`config.mk`:
```
export PLATFORM = sky130hd
export DESIGN_NAME = mmu_arbiter_wrr
export DESIGN_NICKNAME = d
export VERILOG_FILES = /design/src/rtl/mmu_arbiter_wrr.sv
export SDC_FILE = /design/constraint.sdc
export NUM_CORES = 1
export LEC_CHECK = 0
export CAP_MARGIN = 10
export CORE_AREA = 2 2 214 216
export CTS_CLUSTER_DIAMETER = 30
export DETAILED_ROUTE_END_ITERATION = 10
export DIE_AREA = 0 0 216 218
export GPL_ROUTABILITY_DRIVEN = 1
export GPL_TIMING_DRIVEN = 0
export SLEW_MARGIN = 5
export SYNTH_ARGS = -nofsm -noshare
export SYNTH_HDL_FRONTEND = slang
export SYNTH_SLANG_ARGS = --single-unit
```
`constraint.sdc`:
```
create_clock -name aclk -period 4.55 [get_ports aclk]
set_clock_uncertainty 0.05 [all_clocks]
set_input_delay 0.455 -clock aclk [delete_from_list [all_inputs] [get_ports aclk]]
set_output_delay 0.455 -clock aclk [all_outputs]
set_load 0.02 [all_outputs]
```
`src/rtl/mmu_arbiter_wrr.sv`:
```
// rtl/mmu_arbiter_wrr.sv - weighted round-robin merge of per-region DMA request queues
// Grants are credit-limited per channel and land in two independent single-entry output slots.
module mmu_arbiter_wrr #(
   parameter int N_CH     = 4,
   parameter int REQ_BITS = 96,
   parameter int LEN_LSB  = 64,
   parameter int LEN_BITS = 28,
   parameter int W_BITS   = 4,
   parameter int MAX_OUT  = 8
) (
   input  logic                                      aclk,
   input  logic                                      aresetn,
   input  logic [N_CH-1:0]                           s_req_valid,
   output logic [N_CH-1:0]                           s_req_ready,
   input  logic [N_CH*REQ_BITS-1:0]                  s_req_data,
   input  logic [N_CH*W_BITS-1:0]                    cnfg_weight,
   input  logic [N_CH-1:0]                           xfer_done,
   output logic                                      m_req_valid,
   input  logic                                      m_req_ready,
   output logic [REQ_BITS-1:0]                       m_req_data,
   output logic                                      m_mux_valid,
   input  logic                                      m_mux_ready,
   output logic [((N_CH > 1) ? $clog2(N_CH) : 1)-1:0] m_mux_id,
   output logic [LEN_BITS-1:0]                       m_mux_len,
   output logic [N_CH-1:0]                           busy_out
);

   localparam int ID_W  = (N_CH > 1) ? $clog2(N_CH) : 1;
   localparam int CNT_W = $clog2(MAX_OUT + 1);

   typedef enum logic {ST_SCAN, ST_HOLD} state_t;

   state_t               state_q, state_d;
   logic [ID_W-1:0]      ptr_q, ptr_d;
   logic [W_BITS-1:0]    burst_q, burst_d;
   logic [CNT_W-1:0]     outcnt_q [N_CH];
   logic [CNT_W-1:0]     outcnt_d [N_CH];
   logic                 m_req_valid_q, m_req_valid_d;
   logic [REQ_BITS-1:0]  m_req_data_q, m_req_data_d;
   logic                 m_mux_valid_q, m_mux_valid_d;
   logic [ID_W-1:0]      m_mux_id_q, m_mux_id_d;
   logic [LEN_BITS-1:0]  m_mux_len_q, m_mux_len_d;

   logic [N_CH-1:0]      elig;
   logic [2*N_CH-1:0]    elig_rot;
   logic                 slots_free;
   logic                 scan_found;
   int                   scan_off;
   int                   scan_sum;
   logic [ID_W-1:0]      scan_idx;
   logic [ID_W-1:0]      scan_idx_inc;
   logic [ID_W-1:0]      ptr_inc;
   logic [W_BITS-1:0]    scan_w;
   logic [W_BITS-1:0]    scan_burst;
   logic                 grant_en;
   logic [ID_W-1:0]      grant_idx;
   logic [N_CH-1:0]      grant_oh;
   logic [REQ_BITS-1:0]  sel_data;
   logic                 cr_inc;
   logic                 cr_dec;

   always_comb begin
      elig = '0;
      for (int i = 0; i < N_CH; i++) begin
         elig[i] = s_req_valid[i] && (outcnt_q[i] < CNT_W'(MAX_OUT));
      end
      slots_free = (!m_req_valid_q || m_req_ready) && (!m_mux_valid_q || m_mux_ready);

      // Rotate so bit 0 is the pointer channel; lowest set bit is the next in ring order.
      elig_rot   = {elig, elig} >> ptr_q;
      scan_found = 1'b0;
      scan_off   = 0;
      for (int k = N_CH - 1; k >= 0; k--) begin
         if (elig_rot[k]) begin
            scan_found = 1'b1;
            scan_off   = k;
         end
      end
      scan_sum = int'(ptr_q) + scan_off;
      if (scan_sum >= N_CH) begin
         scan_sum = scan_sum - N_CH;
      end
      scan_idx     = ID_W'(scan_sum);
      scan_idx_inc = (scan_idx == ID_W'(N_CH - 1)) ? '0 : scan_idx + 1'b1;
      ptr_inc      = (ptr_q == ID_W'(N_CH - 1)) ? '0 : ptr_q + 1'b1;

      scan_w = '0;
      for (int i = 0; i < N_CH; i++) begin
         if (ID_W'(i) == scan_idx) begin
            scan_w = cnfg_weight[i*W_BITS +: W_BITS];
         end
      end
      scan_burst = (scan_w == '0) ? '0 : scan_w - 1'b1;

      state_d   = state_q;
      ptr_d     = ptr_q;
      burst_d   = burst_q;
      grant_en  = 1'b0;
      grant_idx = '0;
      case (state_q)
         ST_SCAN: begin
            if (slots_free && scan_found) begin
               grant_en  = 1'b1;
               grant_idx = scan_idx;
               if (scan_burst == '0) begin
                  ptr_d = scan_idx_inc;
               end else begin
                  ptr_d   = scan_idx;
                  burst_d = scan_burst;
                  state_d = ST_HOLD;
               end
            end
         end
         ST_HOLD: begin
            if (!elig_rot[0]) begin
               ptr_d   = ptr_inc;
               state_d = ST_SCAN;
            end else if (slots_free) begin
               grant_en  = 1'b1;
               grant_idx = ptr_q;
               burst_d   = burst_q - 1'b1;
               if (burst_q == W_BITS'(1)) begin
                  ptr_d   = ptr_inc;
                  state_d = ST_SCAN;
               end
            end
         end
         default: state_d = ST_SCAN;
      endcase
      if (!aresetn) begin
         grant_en = 1'b0;
      end

      grant_oh = '0;
      sel_data = '0;
      for (int i = 0; i < N_CH; i++) begin
         grant_oh[i] = grant_en && (ID_W'(i) == grant_idx);
         if (grant_oh[i]) begin
            sel_data = s_req_data[i*REQ_BITS +: REQ_BITS];
         end
      end

      cr_inc = 1'b0;
      cr_dec = 1'b0;
      for (int i = 0; i < N_CH; i++) begin
         cr_inc      = grant_oh[i];
         cr_dec      = xfer_done[i] && (outcnt_q[i] != '0);
         outcnt_d[i] = outcnt_q[i];
         if (cr_inc && !cr_dec) begin
            outcnt_d[i] = outcnt_q[i] + 1'b1;
         end else if (!cr_inc && cr_dec) begin
            outcnt_d[i] = outcnt_q[i] - 1'b1;
         end
      end

      m_req_valid_d = m_req_valid_q && !m_req_ready;
      m_req_data_d  = m_req_data_q;
      m_mux_valid_d = m_mux_valid_q && !m_mux_ready;
      m_mux_id_d    = m_mux_id_q;
      m_mux_len_d   = m_mux_len_q;
      if (grant_en) begin
         m_req_valid_d = 1'b1;
         m_req_data_d  = sel_data;
         m_mux_valid_d = 1'b1;
         m_mux_id_d    = grant_idx;
         m_mux_len_d   = sel_data[LEN_LSB +: LEN_BITS];
      end
   end

   always_ff @(posedge aclk) begin
      if (!aresetn) begin
         state_q       <= ST_SCAN;
         ptr_q         <= '0;
         burst_q       <= '0;
         m_req_valid_q <= 1'b0;
         m_req_data_q  <= '0;
         m_mux_valid_q <= 1'b0;
         m_mux_id_q    <= '0;
         m_mux_len_q   <= '0;
         for (int i = 0; i < N_CH; i++) begin
            outcnt_q[i] <= '0;
         end
      end else begin
         state_q       <= state_d;
         ptr_q         <= ptr_d;
         burst_q       <= burst_d;
         m_req_valid_q <= m_req_valid_d;
         m_req_data_q  <= m_req_data_d;
         m_mux_valid_q <= m_mux_valid_d;
         m_mux_id_q    <= m_mux_id_d;
         m_mux_len_q   <= m_mux_len_d;
         for (int i = 0; i < N_CH; i++) begin
            outcnt_q[i] <= outcnt_d[i];
         end
      end
   end

   always_comb begin
      busy_out = '0;
      for (int i = 0; i < N_CH; i++) begin
         busy_out[i] = (outcnt_q[i] != '0);
      end
   end

   assign s_req_ready = grant_oh;
   assign m_req_valid = m_req_valid_q;
   assign m_req_data  = m_req_data_q;
   assign m_mux_valid = m_mux_valid_q;
   assign m_mux_id    = m_mux_id_q;
   assign m_mux_len   = m_mux_len_q;

endmodule

```
After elaboration in Yosys (flattened, before gate mapping). Memories as Yosys holds them, arrays and structs flattened. Index checks and enable logic that the tools add are counted.

Memories kept: 1. Flip-flop bits (word level): 135. Word-level logic and storage cells: 159. Output and inout port bits: 136. Input port bits: 412. Bits in writable memories: 16.

Order comparisons: 5. Add/subtract/negate cells: 14. Equality and inequality tests: 15. Shift operators: 1. Bitwise operators: 5. Mux-type cells: 62. Reductions and logical operators: 48.

Memories: outcnt_q (words 4, bits a word 4, read ports 4, clocked after memory_dff 0, write ports 4, line 36) `logic [CNT_W-1:0] outcnt_q [N_CH];`.

Operators by type and width (count): $mux 96 (4); $mux 32 (3); $mux 4 (21); $add 3x32->32 (1); $ge 32x4->1 const B (1); $logic_and 1x1->1 (24); $mux 2 (12); $sub 4x1->4 const B (6); $mux 1 (17); $add 4x1->4 const B (4); $lt 4x4->1 const B (4); $reduce_bool 4->1 (4); $logic_not 1->1 (12); $eq 2x2->1 const A (4); $logic_not 4->1 (2); $pmux 2 s2 (2); $pmux 4 s2 (1); $shr 8x2->4 (1); $ne 3x2->1 const B (2); $add 2x1->2 const B (2); $eq 1x2->1 const A (2); $eq 2x2->1 const B (2); $eq 4x1->1 const B (1); $logic_not 2->1 (2); other kinds (9) (16).

Depth between registers and ports, before layout. Gate-level depths: netlist of run 1. An unclocked memory read counts as a cell.

Depth after elaboration: 22. Mapped depth: 21. Mapped depth without buffers: 18.

Worst setup path before layout of run 1. OpenSTA, ideal clock, no wires.

Path kind: input-to-reg. From: in s_req_valid[3]. To: mem outcnt_q[1][3] (netlist name). Data arrival time: 4005 ps. Setup time: 70 ps. Setup slack: 425 ps. Stages on the path: 21. Path buffers: 3. Path through: nor2b_1 a211oi_1 a21oi_1 o21ai_0 ha_1 inv_1 nor2_1 a41oi_1 nand3b_1 nor2b_1 clkbuf_1 buf_2 buf_2 ha_1 inv_1 ha_1 a21o_1 a21oi_1 xnor2_1 or3_1 a21oi_1.

RTL lines: start, declared (line 13) `input logic [N_CH-1:0] s_req_valid,`; end, declared (line 36).

==> flow_metrics.tcl, run 1 <==
set metrics [dict create \
    outcome "complete, no violations" \
    start_util 0.1560 \
    fmax_ghz 0.2333 \
    ys_seq_area_frac 0.3516 \
    r2r-end "outcnt_q[1][3]$_SDFFE_PN0P_" \
    cp-start-kind "input pin" \
    antenna_left 0 \
    place.port_buffers 546 \
    die_w_um 216 \
    timing.max_cap.violations 0 \
    synth-seq-cells 123 \
    placed_area_um2 13220 \
    ys_warn_count 0 \
    rows 78 \
    holdBufCountCts 0 \
    synth-edff-count 0 \
    ir_drop_v 0.0002696 \
    grt_use_met2 0.3001 \
    routed_wl_um 41900 \
    avgRoutedWirePerCell_um 20.94 \
    slew_violations 0 \
    synth_flop_cell "dfxtp_1" \
    endpoint_kind "register" \
    layout_common_cells "545 x clkdlybuf4s50_1, 121 x dfxtp_1, 97 x nor2_1" \
    max_stage_delay_ps 480 \
    finalWeightedCongestion 0.8931 \
    root_buffer "clkbuf_16" \
    hold_viol 0 \
    crit_type "in -> reg" \
    power_mw 9.174 \
    rr_startpoint "outcnt_q[0][3]$_SDFFE_PN0P_" \
    syn_avg_cell_area_um2 8.624 \
    drt_iter0_markers 650 \
    path_cells "clkdlybuf4s50_1 -> and2b_4 -> nor3_1 -> a311oi_1 -> o21ai_1 -> ha_1 -> inv_1 -> nor2_1 -> a41oi_2 -> nand3b_1 -> nor2b_2 -> buf_6 -> buf_12 -> ha_1 -> inv_1 -> ha_1 -> a21o_1 -> a21oi_1 -> xnor2_1 -> or3_1 -> a21oi_1" \
    clock_path_buffers 2 \
    power_density_nw_per_um2 654.0 \
    crit_top_cell "ha_1" \
    grt_pass1_wl_um 59090 \
    syn_inst 812 \
    crit_required_ps 4900 \
    cts_htree_levels 4 \
    syn-num-nets 1248 \
    dp_hpwl_um 33750 \
    die_h_um 218 \
    clk_latency_ps 480 \
    nNetsFinal 1823 \
    die_area_um2 47090 \
    drc 0 \
    stdcell_area_um2 14030 \
    use_met1 0.1982 \
    worst_hold_path.num_cells 3 \
    via_per_inst 4.545 \
    ioPinCount 548 \
    first_pass_iters 8 \
    antenna_found_initial 5 \
    grt.busiest_layer "met2" \
    grtUsageTotal 0.1725 \
    period_needed_ps 4286 \
    setup_viol 0 \
    slew_headroom 0.3469 \
    holdPathEnd "m_req_valid$_SDFF_PN0_" \
    core_um2 44890 \
    worstRegToRegCells 20 \
    path_max_fanout 20 \
    synthToLayoutAreaGrowth_pct 100.3 \
    crit_buf_inv 5 \
    cts_buffers 17 \
    cp_top_family "simple AND/OR/NAND/NOR gates" \
    synthArstFlopShare 0 \
    min_from "aresetn" \
    fin_crit_sh 0.9420 \
    critPathArrivalTime_ps 4640 \
    grt_pass1_vias 9227 \
    cts_tree "yes" \
    clk_pin_slew_ps 60 \
    slowest_stage "clkdlybuf4s50_1" \
    final_common_cell "clkdlybuf4s50_1" \
    r2r_slack_ps 270 \
    grt_max_degree 21 \
    ys_types 56 \
    num_vias 9095 \
    overflow 0 \
    tightestPinTransition_ps 976.1 \
    p_leak_nw 5.298 \
    fill_cells 4711 \
    drive_gt1_frac 0.08571 \
    grtUsageMet3 0.05495 \
    hold_path_class "in -> reg" \
    tns_ps 0 \
    rsz0062_at_grt "yes" \
    cts.sinks 123 \
    synth.cell_area_um2 7003 \
]
-- where the power goes --
group | switching (mW) | total, mW | internal [mW]
Combinational | 3.06 | 5.84 | 2.78
Sequential | 0.347 | 1.89 | 1.54
Clock | 0.547 | 1.45 | 0.900
-- layer usage --
metal  vias up  wire (um)
met5         -         13
met4         2        948
met3        56       3116
met2       424      21000
met1      4368      16820
li1       4245          -
-- registers in the layout, summed over array words and instances, names as in the netlist --
register and count:
outcnt_q 16, state_q 1, m_req_data 96, m_mux_id 2, burst_q 4, m_req_valid 1
ptr_q 2, m_mux_valid 1
-- what timing repair did --
| action | in CTS | in global routing |
|---|---|---|
| setup endpoints to repair | 27 | 13 |
| gates resized for setup | 26 | 19 |
| buffers inserted | 2 | 10 |
| pin swaps | 2 | 2 |
-- layout make-up --
cell class	count	area, um^2	area share
clock inverter	7	112.6	0.008028
inverter	12	45.04	0.003211
multi-input combinational	578	4024	0.2869
clock buffer	25	485.5	0.03461
timing repair buffer	558	5554	0.3960
buffer	97	588.1	0.04192
sequential	123	2465	0.1757
antenna	1	2.502	0.0001784
tap	600	750.7	0.05352
-- synthesized netlist by cell type (5+ instances only) --
library cell,number,area (um^2)
nor2_1,98,367.9
ha_1,20,250.2
nand2b_1,5,31.28
a22oi_1,69,518.0
nand3_1,5,25.02
buf_2,22,110.1
o21ai_0,62,310.3
or4_1,5,37.54
a222oi_1,29,290.3
a21o_1,6,45.04
a21oi_1,23,115.1
buf_4,34,255.2
mux2i_1,38,380.4
inv_1,11,41.29
nor2b_1,9,56.30
o21ai_1,47,235.2
xnor2_1,10,87.58
nand2_1,31,116.4
a221oi_1,67,586.8
clkbuf_1,40,150.1
dfxtp_1,123,2462
-- worst max-delay path by stage --
stage          cells past startpoint                          end                         from  slack, ps
6_report                          21  outcnt_q[1][3]$_SDFFE_PN0P_               s_req_valid[0]        260
4_1_cts                           13               s_req_ready[3]  outcnt_q[0][3]$_SDFFE_PN0P_          4
3_5_place_dp                      19  outcnt_q[3][3]$_SDFFE_PN0P_               s_req_valid[2]      -1690
5_1_grt                           20  outcnt_q[1][3]$_SDFFE_PN0P_  outcnt_q[0][3]$_SDFFE_PN0P_        -30
3_3_place_gp                      20  outcnt_q[3][3]$_SDFFE_PN0P_               s_req_valid[3]      -1500
2_1_floorplan                     21  outcnt_q[1][3]$_SDFFE_PN0P_               s_req_valid[3]        420
-- worst reg2reg max path: cells and delay by family, from the launching register on --
family | cells | cell delay [ps]
AO/OA/AOI/OAI | 6 | 920
XOR/XNOR | 1 | 90
AND/OR/NAND/NOR | 6 | 1330
flip-flops | 1 | 350
buffers and inverters | 4 | 530
adder cells (fa/ha/maj) | 3 | 920
-- cells by family after synthesis --
logic type / count (synthesis) / synth area share
compound gates: 324 / 0.3289
simple gates: 177 / 0.1145
flops: 123 / 0.3516
buf+inv: 111 / 0.08272
mux: 39 / 0.05753
fa+ha+maj: 24 / 0.04717
xor+xnor: 14 / 0.01751
-- stage by stage --
step,hold slack [ps],setup WS [ps],std cells,util
floorplan,416.2,424.9,812,-
global placement,383.1,-1503,1958,0.2945
detailed placement,400.8,-1687,1958,0.2945
CTS,287.5,3.713,1990,0.3096
global route,334.2,-33.77,2000,0.3124
finish,309.3,264.0,2001,0.3125
(Power assumes the default switching activity.)
==> inputs of run 2 (changes only) <==
--- a/config.mk
+++ b/config.mk
@@ -12,6 +12,8 @@
 export DIE_AREA = 0 0 216 218
 export GPL_ROUTABILITY_DRIVEN = 1
 export GPL_TIMING_DRIVEN = 0
+export RECOVER_POWER = 50
+export REMOVE_ABC_BUFFERS = 1
 export SLEW_MARGIN = 5
 export SYNTH_ARGS = -nofsm -noshare
 export SYNTH_HDL_FRONTEND = slang
==> run 2 against run 1 <==
Power down 3.7%; combinational power is 4.5% lower; register-to-register slack got worse by 20 ps; clock-buffer cell count down 4; critical path type is now in -> out; critical endpoint is now s_req_ready[1]; largest power group unchanged; highest routed layer unchanged.
==> flow_metrics.tcl, run 2 (synthesis results as in run 1) <==
set metrics [dict create \
    stdcell_area_um2 13800 \
    rows 78 \
    crit_type "in -> out" \
    avgRoutedWirePerCell_um 20.52 \
    first_pass_iters 5 \
    holdBufCountCts 0 \
    cts_htree_levels 4 \
    finalWeightedCongestion 0.8011 \
    die_area_um2 47090 \
    period_needed_ps 4436 \
    worstRegToRegCells 20 \
    dp_hpwl_um 29760 \
    num_vias 8900 \
    clkPwrFrac 0.157 \
    final_common_cell "clkdlybuf4s50_1" \
    p_sw_frac 0.4424 \
    hold_viol 0 \
    tightestPinTransition_ps 1050 \
    nNetsFinal 1747 \
    core_um2 44890 \
    seqCellArea_um2 2464 \
    multiInputGateArea_um2 4051 \
    grt_max_degree 56 \
    root_buffer "clkbuf_16" \
    slew_violations 0 \
    die_h_um 218 \
    path_max_fanout 20 \
    grtUsageTotal 0.1591 \
    drt_iter0_markers 778 \
    drc 0 \
    combPwrFrac 0.631 \
    place.port_buffers 547 \
    synthToLayoutAreaGrowth_pct 97.03 \
    setup_viol 0 \
    cts.sinks 123 \
    grt_pass1_wl_um 55230 \
    placed_area_um2 13050 \
    ir_drop_v 0.0003358 \
    r2r_slack_ps 250 \
    p_sw_mw 3.909 \
    grt_pass1_vias 8774 \
    cts_tree "yes" \
    endpoint_kind "output pin" \
    r2r-end "outcnt_q[1][3]$_SDFFE_PN0P_" \
    drive_gt1_frac 0.06193 \
    clock_path_buffers 2 \
    tns_ps 0 \
    p_int_mw 4.927 \
    die_w_um 216 \
    power_density_nw_per_um2 640.4 \
    ioPinCount 548 \
    cts_buffers 17 \
    power_mw 8.836 \
    p_seq_frac 0.212 \
    slew_headroom 0.2938 \
    fin_ws_ps 113.9 \
    layout_common_cells "420 x clkdlybuf4s50_1, 127 x dlygate4sd3_1, 122 x dfxtp_1" \
    dpl.cell_count 1874 \
    critPathArrivalTime_ps 3930 \
    timing.max_cap.violations 0 \
    clk_latency_ps 470 \
    final_cells 1931 \
    antenna_found_initial 10 \
    crit_required_ps 4050 \
    start_util 0.1560 \
    critPathCapture "s_req_ready[1]" \
    antenna_left 0 \
    cp-start-kind "input pin" \
    crit_path_start "s_req_valid[0]" \
    crit_top_cell "clkdlybuf4s50_1" \
    fill_cells 4692 \
    outcome "complete, no violations" \
    rr_startpoint "outcnt_q[0][3]$_SDFFE_PN0P_" \
    fin_crit_sh 0.9750 \
    via_per_inst 4.609 \
    clk_pin_slew_ps 50 \
    max_stage_delay_ps 620 \
    slowest_stage "clkdlybuf4s50_1" \
    largest_reg_flops 96 \
    path_cells "clkdlybuf4s50_1 -> and2b_2 -> nor3_1 -> a311oi_1 -> o21ai_0 -> ha_1 -> inv_1 -> nor2_1 -> a41oi_4 -> nand3b_1 -> buf_4 -> nor2b_4 -> buf_16 -> clkdlybuf4s50_1" \
    fmax_ghz 0.2254 \
    overflow 0 \
    p_leak_nw 5.334 \
    pre_cts_ws_ps -1153 \
    routed_wl_um 39620 \
    hold_path_class "reg -> reg" \
]
-- run 2: cell types whose count changed in the layout (fill, tap and decap cells not counted), moves of 6 or more --
| cell | previous run | this run |
|---|---|---|
| dlygate4sd3_1 | 0 | 127 |
| clkdlybuf4s50_1 | 545 | 420 |
| clkbuf_1 | 42 | 3 |
| buf_4 | 46 | 15 |
| buf_2 | 17 | 0 |
| buf_12 | 3 | 10 |
| diode_2 | 1 | 7 |
-- run 2: worst min-delay path by stage --
stage                             start                  endpoint  slack (ps)  cells after the start
6_report       m_mux_id[0]$_SDFFE_PN0P_  m_mux_id[0]$_SDFFE_PN0P_         390                      2
5_1_grt        m_mux_id[0]$_SDFFE_PN0P_  m_mux_id[0]$_SDFFE_PN0P_         440                      2
4_1_cts        m_mux_id[0]$_SDFFE_PN0P_  m_mux_id[0]$_SDFFE_PN0P_         400                      2
3_5_place_dp   m_mux_id[0]$_SDFFE_PN0P_  m_mux_id[0]$_SDFFE_PN0P_         390                      2
3_3_place_gp   m_mux_id[0]$_SDFFE_PN0P_  m_mux_id[0]$_SDFFE_PN0P_         390                      2
2_1_floorplan   burst_q[3]$_SDFFE_PN0P_   burst_q[3]$_SDFFE_PN0P_         420                      2
-- run 2: final cells by class --
cell class	instances	share of cell area
clock inverter	11	0.008796
tap	600	0.05441
sequential	123	0.1785
clock buffer	21	0.03264
timing repair buffer	576	0.4275
inverter	12	0.003264
multi-input combinational	581	0.2936
antenna	7	0.001269
-- run 2: per-stage QoR --
step	util	hold WS [ps]
after detailed placement	0.2906	389.9
after CTS	0.3059	399.0
after floorplan	-	416.2
after global placement	0.2828	387.2
final	0.3074	393.1
after global routing	0.3073	441.8
-- run 2: worst max-delay path, delay by kind of cell --
family	cells	cell delay [ps]
AND/OR/NAND/NOR	5	960
AO/OA/AOI/OAI	3	550
adder cells (fa/ha/maj)	1	360
buffers and inverters	5	1590
-- run 2: routing by layer --
| layer | wire length, um | track usage | vias up |
|---|---|---|---|
| li1 | - | - | 4104 |
| met1 | 15340 | 0.1811 | 4209 |
| met2 | 19350 | 0.2633 | 526 |
| met3 | 3579 | 0.05411 | 59 |
| met4 | 1328 | 0.08447 | 2 |
| met5 | 13 | 0 | - |
-- run 2: timing repair --
action                                 in CTS  in global routing
resized for setup                           5                  5
endpoints found under the hold margin       0                  0
setup endpoints to repair                  10                  9
pin swaps                                   4                  2
setup buffers                              10                  5
gates cloned                                2                  1
-- run 2: power by group through the flow --
| stage | registers, mW | logic, mW | clock network (mW) |
|---|---|---|---|
| 2_1_floorplan | 2.35 | 2.67 | 0 |
| 6_report | 1.88 | 5.58 | 1.38 |
| 3_5_place_dp | 1.90 | 5.49 | 0 |
| 5_1_grt | 1.93 | 6.05 | 1.48 |
| 4_1_cts | 1.89 | 5.66 | 1.45 |
| 3_3_place_gp | 1.88 | 5.31 | 0 |
==> inputs of run 3 (changes only) <==
--- a/config.mk
+++ b/config.mk
@@ -5,11 +5,12 @@
 export SDC_FILE = /design/constraint.sdc
 export NUM_CORES = 1
 export LEC_CHECK = 0
+export ABC_CLOCK_PERIOD_IN_PS = 5500
 export CAP_MARGIN = 10
-export CORE_AREA = 2 2 214 216
+export CORE_AREA = 2 2 212 214
 export CTS_CLUSTER_DIAMETER = 30
 export DETAILED_ROUTE_END_ITERATION = 10
-export DIE_AREA = 0 0 216 218
+export DIE_AREA = 0 0 214 216
 export GPL_ROUTABILITY_DRIVEN = 1
 export GPL_TIMING_DRIVEN = 0
 export RECOVER_POWER = 50
==> constraint.sdc (replaced) <==
create_clock -name aclk -period 5.5 [get_ports aclk]
set_clock_uncertainty 0.05 [all_clocks]
set_input_delay 0.55 -clock aclk [delete_from_list [all_inputs] [get_ports aclk]]
set_output_delay 0.55 -clock aclk [all_outputs]
set_load 0.02 [all_outputs]
==> run 3 against run 2 <==
Non-clock buffer count down 14; combinational power down 20%; wire length is 1.8% lower; flip-flop and latch count unchanged; clock-buffer cell count rose by 3; highest routed layer is now met4.
==> flow_metrics.tcl, run 3 (synthesis results as in run 1) <==
set metrics [dict create \
    outcome "complete, no violations" \
    die_h_um 216 \
    via_per_inst 4.625 \
    routed_wl_um 38890 \
    min_from "m_mux_id[0]$_SDFFE_PN0P_" \
    fin_crit_sh 0.9524 \
    r2r-end "outcnt_q[1][3]$_SDFFE_PN0P_" \
    hold_viol 0 \
    rsz0062_at_grt "no" \
    holdBufCountCts 0 \
    clk_latency_ps 480 \
    timing.max_cap.violations 0 \
    antenna_found_initial 11 \
    overflow 0 \
    crit_path_start "s_req_valid[2]" \
    grt_max_degree 61 \
    ir_drop_v 0.0003111 \
    rr_startpoint "ptr_q[0]$_SDFFE_PN0P_" \
    crit_top_cell "clkdlybuf4s50_1" \
    final_common_cell "clkdlybuf4s50_1" \
    p_leak_nw 5.285 \
    drt_iter0_markers 807 \
    grt_pass1_wl_um 55840 \
    finish.utilization 0.3117 \
    dp_hpwl_um 30680 \
    cts_htree_levels 4 \
    path_max_fanout 18 \
    crit_type "in -> out" \
    hold_path_class "reg -> reg" \
    drive_gt1_frac 0.04594 \
    whs_ps 394.2 \
    slew_violations 0 \
    cts_buffers 17 \
    synthToLayoutAreaGrowth_pct 95.12 \
    cp-start-kind "input pin" \
    r2r_slack_ps 550 \
    grtUsageTotal 0.1630 \
    crit_required_ps 4900 \
    first_pass_iters 6 \
    critPathArrivalTime_ps 4640 \
    power_mw 7.198 \
    critPathCapture "s_req_ready[1]" \
    path_cells "clkdlybuf4s50_1 -> nor2b_1 -> a2111oi_0 -> a21oi_1 -> o21ai_0 -> ha_1 -> nor2_1 -> mux2i_1 -> o211ai_4 -> nor2b_4 -> buf_16 -> clkdlybuf4s50_1" \
    antenna_left 0 \
    grt_use_met2 0.2679 \
    place.port_buffers 547 \
    setup_viol 0 \
    clock_path_buffers 2 \
    cts.sinks 123 \
    largest_reg_flops 96 \
    rows 77 \
    max_stage_delay_ps 700 \
    fmax_ghz 0.1909 \
    drc 0 \
    power_density_nw_per_um2 526.7 \
    tightestPinTransition_ps 1058 \
    grt_pass1_vias 8623 \
    die_w_um 214 \
    die_area_um2 46220 \
    use_met1 0.1864 \
    avgRoutedWirePerCell_um 20.40 \
    clk_pin_slew_ps 60 \
    ioPinCount 548 \
    slew_headroom 0.2944 \
    num_vias 8815 \
    cts_tree "yes" \
    core_um2 43840 \
    endpoint_kind "output pin" \
    worstRegToRegCells 17 \
    slowest_stage "nor2b_4" \
    grt.busiest_layer "met2" \
    start_util 0.1598 \
    finalWeightedCongestion 0.9111 \
    root_buffer "clkbuf_16" \
    grtUsageMet3 0.05906 \
    nNetsFinal 1730 \
    layout_common_cells "420 x clkdlybuf4s50_1, 127 x dlygate4sd3_1, 123 x dfxtp_1" \
    period_needed_ps 5238 \
]
==> run 3: how the worst min path moves through the flow <==
| stage | depth (start not counted) | endpoint |
|---|---|---|
| global placement | 2 | m_mux_id[0]$_SDFFE_PN0P_ |
| global route | 2 | m_mux_id[1]$_SDFFE_PN0P_ |
| floorplan | 2 | burst_q[3]$_SDFFE_PN0P_ |
| CTS | 2 | m_mux_id[0]$_SDFFE_PN0P_ |
| detailed placement | 2 | m_mux_id[0]$_SDFFE_PN0P_ |
| finish | 2 | m_mux_id[0]$_SDFFE_PN0P_ |
==> run 3: critical path, delay by kind of cell <==
family,cells,cell delay [ps]
compound gates,4,1080
simple gates,3,1210
fa+ha+maj,1,260
buf+inv,3,1400
mux,1,120
==> run 3: layout make-up <==
| cell class | count | area (um^2) |
|---|---|---|
| Antenna cell | 8 | 20.02 |
| Clock buffer | 24 | 491.7 |
| Clock inverter | 7 | 112.6 |
| Fill cell | 4614 | 30170 |
| Inverter | 12 | 45.04 |
| Multi-Input combinational cell | 578 | 4006 |
| Sequential cell | 123 | 2462 |
| Tap cell | 592 | 740.7 |
| Timing Repair Buffer | 562 | 5786 |
==> run 3: routing by layer <==
| metal | vias to the layer above | routed length [um] |
|---|---|---|
| met5 | - | 0 |
| met4 | 0 | 984 |
| met3 | 57 | 3465 |
| met2 | 470 | 18820 |
| met1 | 4218 | 15620 |
| li1 | 4070 | - |
==> run 3: stage by stage <==
| step | std cells | TNS (ps) | cell area (um^2) | setup WS, ps |
|---|---|---|---|---|
| after floorplan | 713 | -172990 | 6469 | -2674 |
| after global placement | 1852 | -665490 | 12680 | -7235 |
| after detailed placement | 1866 | -1104 | 13030 | -489.8 |
| after CTS | 1897 | 0 | 13640 | 118.9 |
| after global routing | 1905 | 0 | 13660 | 76.95 |
| final | 1906 | 0 | 13660 | 261.6 |
==> run 3: repair_timing <==
action,in CTS,in global routing
gates resized for setup,1,0
pin swaps,1,1
gates cloned,0,0
setup buffers,0,1
endpoints found under the setup margin,1,1
==> run 3: where the power goes <==
part           switching, mW  internal, mW
combinational           2.40          2.04
sequential             0.263          1.27
clock                  0.467         0.754
total                   3.13          4.07
